[src/rtl/bool_scan_pkg.sv]
// Shared definitions for the truth-table scanner: FSM encoding and default sizing.
package bool_scan_pkg;

  localparam int DEF_N_IN          = 5;
  localparam int DEF_SETTLE_CYCLES = 1;

  localparam logic [1:0] IDLE   = 2'd0;
  localparam logic [1:0] SETTLE = 2'd1;
  localparam logic [1:0] SAMPLE = 2'd2;
  localparam logic [1:0] DONE   = 2'd3;

  typedef enum logic [1:0] {
    ST_IDLE   = IDLE,
    ST_SETTLE = SETTLE,
    ST_SAMPLE = SAMPLE,
    ST_DONE   = DONE
  } state_t;

endpackage

[src/rtl/bool_scan_settle_timer.sv]
// Loadable down-counter with a zero flag; times how long each vector is held.
module bool_scan_settle_timer #(
  parameter int W = 1
) (
  input  logic         clk,
  input  logic         rst,
  input  logic         load,
  input  logic [W-1:0] load_value,
  input  logic         dec,
  output logic         zero
);

  logic [W-1:0] count;

  // NOTE: sequential state uses non-blocking (<=) so every flop samples pre-edge values.
  always_ff @(posedge clk) begin
    if (rst) begin
      count <= '0;
    end else if (load) begin
      count <= load_value;
    end else if (dec && (count != '0)) begin
      count <= count - W'(1);
    end
  end

  assign zero = (count == '0);

endmodule

[src/rtl/bool_truth_table_scanner.sv]
// Walks every input vector of a combinational function, samples F and builds its truth table.
// Optional expected-table compare is enabled by defining EXPECT_CHECK_EN.
module bool_truth_table_scanner
  import bool_scan_pkg::*;
#(
  parameter int N_IN          = DEF_N_IN,
  parameter int SETTLE_CYCLES = DEF_SETTLE_CYCLES
) (
  input  logic                 clk,
  input  logic                 rst,
  input  logic                 start,
  input  logic                 abort,
  output logic [N_IN-1:0]      vec_out,
  input  logic                 f_in,
  output logic                 busy,
  output logic                 done,
  output logic [2**N_IN-1:0]   truth_table,
  output logic [N_IN:0]        ones_count
`ifdef EXPECT_CHECK_EN
  ,
  input  logic [2**N_IN-1:0]   expected,
  output logic                 mismatch,
  output logic [N_IN-1:0]      mismatch_idx
`endif
);

  localparam int              TW       = $clog2(SETTLE_CYCLES + 1);
  localparam logic [TW-1:0]   RELOAD   = TW'(SETTLE_CYCLES - 1);
  localparam logic [N_IN-1:0] LAST_IDX = '1;

  state_t state, state_next;
  logic   timer_load, timer_dec, timer_zero;
  logic   launch, capture;

  assign launch  = (state == ST_IDLE) && start && !abort;
  assign capture = (state == ST_SAMPLE) && !abort;

  bool_scan_settle_timer #(.W(TW)) u_timer (
    .clk        (clk),
    .rst        (rst),
    .load       (timer_load),
    .load_value (RELOAD),
    .dec        (timer_dec),
    .zero       (timer_zero)
  );

  always_ff @(posedge clk) begin
    if (rst) state <= ST_IDLE;
    else     state <= state_next;
  end

  // NOTE: every always_comb output gets a default first so no path can infer a latch.
  always_comb begin
    state_next = state;
    timer_load = 1'b0;
    timer_dec  = 1'b0;
    case (state)
      ST_IDLE: begin
        if (launch) begin
          state_next = ST_SETTLE;
          timer_load = 1'b1;
        end
      end
      ST_SETTLE: begin
        if (abort)           state_next = ST_IDLE;
        else if (timer_zero) state_next = ST_SAMPLE;
        else                 timer_dec  = 1'b1;
      end
      ST_SAMPLE: begin
        if (abort) begin
          state_next = ST_IDLE;
        end else if (vec_out == LAST_IDX) begin
          state_next = ST_DONE;
        end else begin
          state_next = ST_SETTLE;
          timer_load = 1'b1;
        end
      end
      ST_DONE:  state_next = ST_IDLE;
      default:  state_next = ST_IDLE;
    endcase
  end

  // vec_out doubles as the scan index; it stops at the last vector and only a new start rewinds it.
  // NOTE: the result table is an ordinary flop vector, so it is cleared by rst like any other state.
  always_ff @(posedge clk) begin
    if (rst) begin
      vec_out     <= '0;
      truth_table <= '0;
      ones_count  <= '0;
    end else if (launch) begin
      vec_out     <= '0;
      truth_table <= '0;
      ones_count  <= '0;
    end else if (capture) begin
      truth_table[vec_out] <= f_in;
      ones_count           <= ones_count + (N_IN + 1)'(f_in);
      if (vec_out != LAST_IDX) vec_out <= vec_out + N_IN'(1);
    end
  end

  assign busy = (state == ST_SETTLE) || (state == ST_SAMPLE);
  assign done = (state == ST_DONE);

`ifdef EXPECT_CHECK_EN
  logic [2**N_IN-1:0] expected_q;

  always_ff @(posedge clk) begin
    if (rst) begin
      expected_q   <= '0;
      mismatch     <= 1'b0;
      mismatch_idx <= '0;
    end else if (launch) begin
      expected_q   <= expected;
      mismatch     <= 1'b0;
      mismatch_idx <= '0;
    end else if (capture && !mismatch && (f_in != expected_q[vec_out])) begin
      mismatch     <= 1'b1;
      mismatch_idx <= vec_out;
    end
  end
`endif

endmodule

[config.mk]
export PLATFORM = sky130hd
export DESIGN_NAME = bool_truth_table_scanner
export DESIGN_NICKNAME = d
export VERILOG_FILES = /design/src/rtl/bool_scan_pkg.sv /design/src/rtl/bool_scan_settle_timer.sv /design/src/rtl/bool_truth_table_scanner.sv
export SDC_FILE = /design/constraint.sdc
export NUM_CORES = 1
export LEC_CHECK = 0
export ABC_AREA = 1
export CAP_MARGIN = 20
export CORE_MARGIN = 8
export CORE_UTILIZATION = 53
export CTS_CLUSTER_SIZE = 20
export DETAILED_ROUTE_END_ITERATION = 8
export PLACE_DENSITY = 0.82
export SLEW_MARGIN = 10
export SYNTH_ARGS = -nofsm -noshare
export SYNTH_HDL_FRONTEND = slang
export SYNTH_SLANG_ARGS = --single-unit
[constraint.sdc]
create_clock -name clk -period 4.2 [get_ports clk]
set_input_delay 1.26 -clock clk [delete_from_list [all_inputs] [get_ports clk]]
set_output_delay 1.26 -clock clk [all_outputs]
set_load 0.02 [all_outputs]
Word-level counts from Yosys, hierarchy flattened:

Index checks and enable logic that the tools add are counted.

* register bits: 46
* output and inout bits: 45

* add/sub/neg operators: 3
* magnitude comparators: 2
* eq/ne operators: 7
* multiplexer cells: 16
* reductions and logical operators: 12

Operators with widths (count)
* 32-bit bitwise mux: 1
* 2-bit two-way mux: 5
* 2-bit case mux with 4 select lines: 1
* 1-bit two-way mux: 7
* 6-bit by 1-bit adder with 6-bit output: 1
* 5-bit by 6-bit < comparator with 1-bit output, second input constant: 1
* 5-bit by 1-bit adder with 5-bit output, second input constant: 1
* 1-bit demux with 5-bit select: 1
* 5-bit == test, second input constant: 1
* 5-bit by 1-bit >= comparator with 1-bit output, second input constant: 1
* 1-bit logical AND: 5
* 5-bit != test, second input constant: 1
* 2-bit == test, second input constant: 2
* 2-bit AND reduction: 2
* 2-bit OR reduction: 2
* 3-bit != test, second input constant: 1
* 2-bit by 1-bit == test with 1-bit output, second input constant: 1
* 2-bit zero test: 1
* 2-bit != test, second input constant: 1
* 1-bit case mux with 2 select lines: 1
* 1-bit zero test: 1
* 1-bit logical OR: 1
* 1-bit subtractor, second input constant: 1

Logic depth before layout (Yosys ltp):

* word-level depth: 6
* gate-level depth with buffers: 10
* gate-level depth less buffers: 10

Cells and area by module:

A second synthesis with hierarchy kept.

* cell total of the unflattened synthesis: 311
* area, all modules: 2168.3 um2

By module, submodules not included
* bool_truth_table_scanner: instances 1, cells an instance 302, area each 2117.0 um2, seq. area each 900.9 um2
* bool_scan_settle_timer: instances 1, cells an instance 9, area each 51.3 um2, seq. area each 20.0 um2

Least setup slack after synthesis:

OpenSTA, ideal clock, no wires.

* path kind: reg2out
* from: register state[1]
* to: output busy
* arrival: 0.771 ns
* required time: 2.940 ns
* slack: 2.169 ns
* cell stages (with the launch flop): 3
* path buffers: 0
* cell sequence: dfxtp_1 -> inv_1 -> ha_1

* longest elaborated chain between the ends: 2

Ends and longest elaborated chain
* start: declaration: RTL line bool_truth_table_scanner.sv:31 `state_t state, state_next;`
* start signal: assignment: RTL line bool_truth_table_scanner.sv:49 `else state <= state_next;`
* 2-bit by 1-bit == test with 1-bit output or 2-bit == test (tied branches): RTL line bool_truth_table_scanner.sv:102 `assign busy = (state == ST_SETTLE) || (state == ST_SAMPLE);`
* 1-bit logical OR *: RTL line bool_truth_table_scanner.sv:102
* end: declaration: RTL line bool_truth_table_scanner.sv:15 `output logic busy,`

Every way passes the cells marked *; elsewhere a longest branch is shown, timed or not.

Final worst setup path:

* from: register state[0]
* to: output busy

Same word-level chain as after synthesis.

==> impl_metrics.ini <==
[sta]
min_period_over_period = 0.6909
clock_skew_ns = 0.006750
min_period_ns = 2.902
rsz0062_at_grt = false
worst_pin_slew_ns = 0.6354
hold_viol = 0
fmax_mhz = 344.6
slew_headroom = 0.5752
tns_ns = 0
finalSetupViolCount = 0
final_max_slew_viol_count = 0

[place]
dp_hpwl_um = 3442
gp_congestion = 0.7780
portBuffers = 49

[cells_and_area]
fill_cells = 341
multiInputGateArea_um2 = 1047
drive_gt1_frac = 0.03448
diodes = 0
nets = 363
area_growth_syn_to_layout_pct = 27.37
regArea_um2 = 920.9

[power_and_ir_drop]
power_mw = 0.7708
ir_worst_vdd_mv = 0.2084
p_per_area_nw_per_um2 = 282.8
p_leak_nw = 1.067

[cts]
cts.sinks = 46
cts_tree = yes
clock-root-buffer = clkbuf_8
worst_skew_pair.late_latency_ns = 0.30
post_cts_buffers = 0
htree_levels = 2
clockBufferDepth = 2
clkSlewWorstSetupHoldPaths_ns = 0.08
ctsHoldBuffers = 0
cts_resized = 0
numCtsBuffers = 5

[floorplan]
fp.dieH_um = 79.54
core_region_area_um2 = 3943
die_area_um2 = 6326
die_w_um = 79.54
ios = 50
start_util = 0.5427
num_rows = 23

[yosys]
synth_top_family_by_area = simple AND/OR/NAND/NOR gates
yosys_warnings = 0
ys_seq_area_frac = 0.4304
synthAdderAreaFrac = 0.06433
ys_ff_latch = 46
avgSynthCellArea_um2 = 7.108
synth_fp_nets = 317
syn_area_um2 = 2140
synth-simple-area-share = 0.3211
synth-xor-area-share = 0
synth.top_cell.area_share = 0.4304
yosys.area.top_type = dfxtp_1
yosysUniqueCellTypes = 16
synth_compound_area_frac = 0.1029
synthMuxAreaShare = 0
ys_top_cells_by_area = dfxtp_1 (43%), nor2_1 (12%), o21ai_0 (7.7%), nor3_1 (7.3%), ha_1 (6.4%)
synthCells = 301

[setup_path]
critPathSlowestCell = clkdlybuf4s50_1
r2r_cells = 6
cpPeakStageDelay_ns = 0.59
worst-path-stages = 3
path_class = reg2out
crit-reg2reg-launch = state[0]
endpoint = busy
crit_buf_inv = 2
crit_start = state[0]
cp.arrival_ns = 1.64
reg2reg_slack_ns = 2.40
critPathLaunchType = flop
cp_cell_sequence = inv_1 -> ha_1 -> clkdlybuf4s50_1
critPathMaxFanout = 3
crit_path_end_kind = primary output
crit_family = buffers and inverters
r2r-end = truth_table[26]
required_ns = 2.94

[drt]
wl_per_cell_um = 12.51
totalWireLength_um = 4978
via_per_inst = 5.065
dr_total_vias = 2016
dr.pass1.iters = 4
drt_iter0_drc = 128
ant_nets = 0
route.detailed.drc = 0

[grt]
grt_antenna_before_repair = 0
grt_pass1_wl_um = 8438
grt_pass1_vias = 1937
grt-ovfl-total = 0
grt_usage = 0.1628
grt_max_degree = 40

[status]
outcome = finished clean

[hold_path]
hp-class = reg2reg

[run]
maxCapViolations = 0
[worst min-delay path, stage by stage, from the launching register on]
cell and delay [ns]:
dfxtp_1 0.32, nand2_1 0.06, a21oi_1 0.05
[synthesized netlist by cell type]
cell / number
clkbuf_1: 5
buf_2: 1
nor3b_1: 1
nor2_1: 70
nand2_1: 36
nor2_4: 1
a21oi_1: 11
buf_4: 4
inv_2: 1
ha_1: 11
o21ai_0: 33
inv_1: 25
nand3_1: 23
nor3_1: 31
buf_6: 2
dfxtp_1: 46
[cells in the final DEF, fill, tap and decap left out, types with 2 or more instances in the layout]
master           count
nand3_1             23
o21ai_0             33
clkbuf_8             6
nor3_1              31
clkdlybuf4s50_1     49
nand2_1             36
buf_4                2
a21oi_1             11
inv_1               25
ha_1                11
dfxtp_1             46
nor2_1              69
[cell type report]
| class | count | area share |
|---|---|---|
| clock buffers | 7 | 0.03168 |
| clock inverters | 1 | 0.001837 |
| inverters | 26 | 0.03581 |
| multi-input cells | 217 | 0.3843 |
| flip-flops and latches | 46 | 0.3379 |
| well taps | 50 | 0.02296 |
| repair buffers | 51 | 0.1855 |
[routing by layer]
layer	wire length, um	up-vias	global-route usage
met4	58	0	0.05370
li1	-	1068	-
met5	0	-	0
met3	452	8	0.05968
met1	2250	877	0.1788
met2	2217	63	0.2820
[how the worst min path moves through the flow]
stage / depth (start not counted) / start / to / slack [ns]
after floorplan: 2 / u_timer.count / u_timer.count / 0.45
after global placement: 2 / truth_table[24] / truth_table[24] / 0.45
after detailed placement: 2 / truth_table[24] / truth_table[24] / 0.45
after CTS: 2 / truth_table[24] / truth_table[24] / 0.47
after global routing: 2 / truth_table[27] / truth_table[27] / 0.50
final: 2 / truth_table[24] / truth_table[24] / 0.46
[sequential cells by signal (all words and copies together) (netlist names)]
| name | cells |
|---|---|
| ones_count | 6 |
| truth_table | 32 |
| vec_out | 5 |
| u_timer.count | 1 |
| state | 2 |
[power breakdown]
group | internal, mW | switching, mW | leakage [nW]
Clock | 0.133 | 0.143 | 0.0482
Sequential | 0.438 | 0.00243 | 0.371
Combinational | 0.0191 | 0.0355 | 0.648
Total | 0.590 | 0.181 | 1.07
[cells by family after synthesis]
| family | Yosys count |
|---|---|
| simple gates | 162 |
| compound gates | 44 |
| buf+inv | 38 |
| flops | 46 |
| fa+ha+maj | 11 |
[metrics by stage]
step | hold WS, ns | util | instance area, um2 | cells | setup slack, ns
after CTS | 0.4661 | 0.6912 | 2725 | 398 | 1.284
after global placement | 0.4528 | 0.6680 | 2634 | 390 | 1.294
after floorplan | 0.4453 | - | 2140 | 301 | 2.169
after detailed placement | 0.4546 | 0.6680 | 2634 | 390 | 1.234
final | 0.4639 | 0.6912 | 2725 | 398 | 1.298
after global routing | 0.4959 | 0.6912 | 2725 | 398 | 1.225
Power figures use the tool's default switching activity.
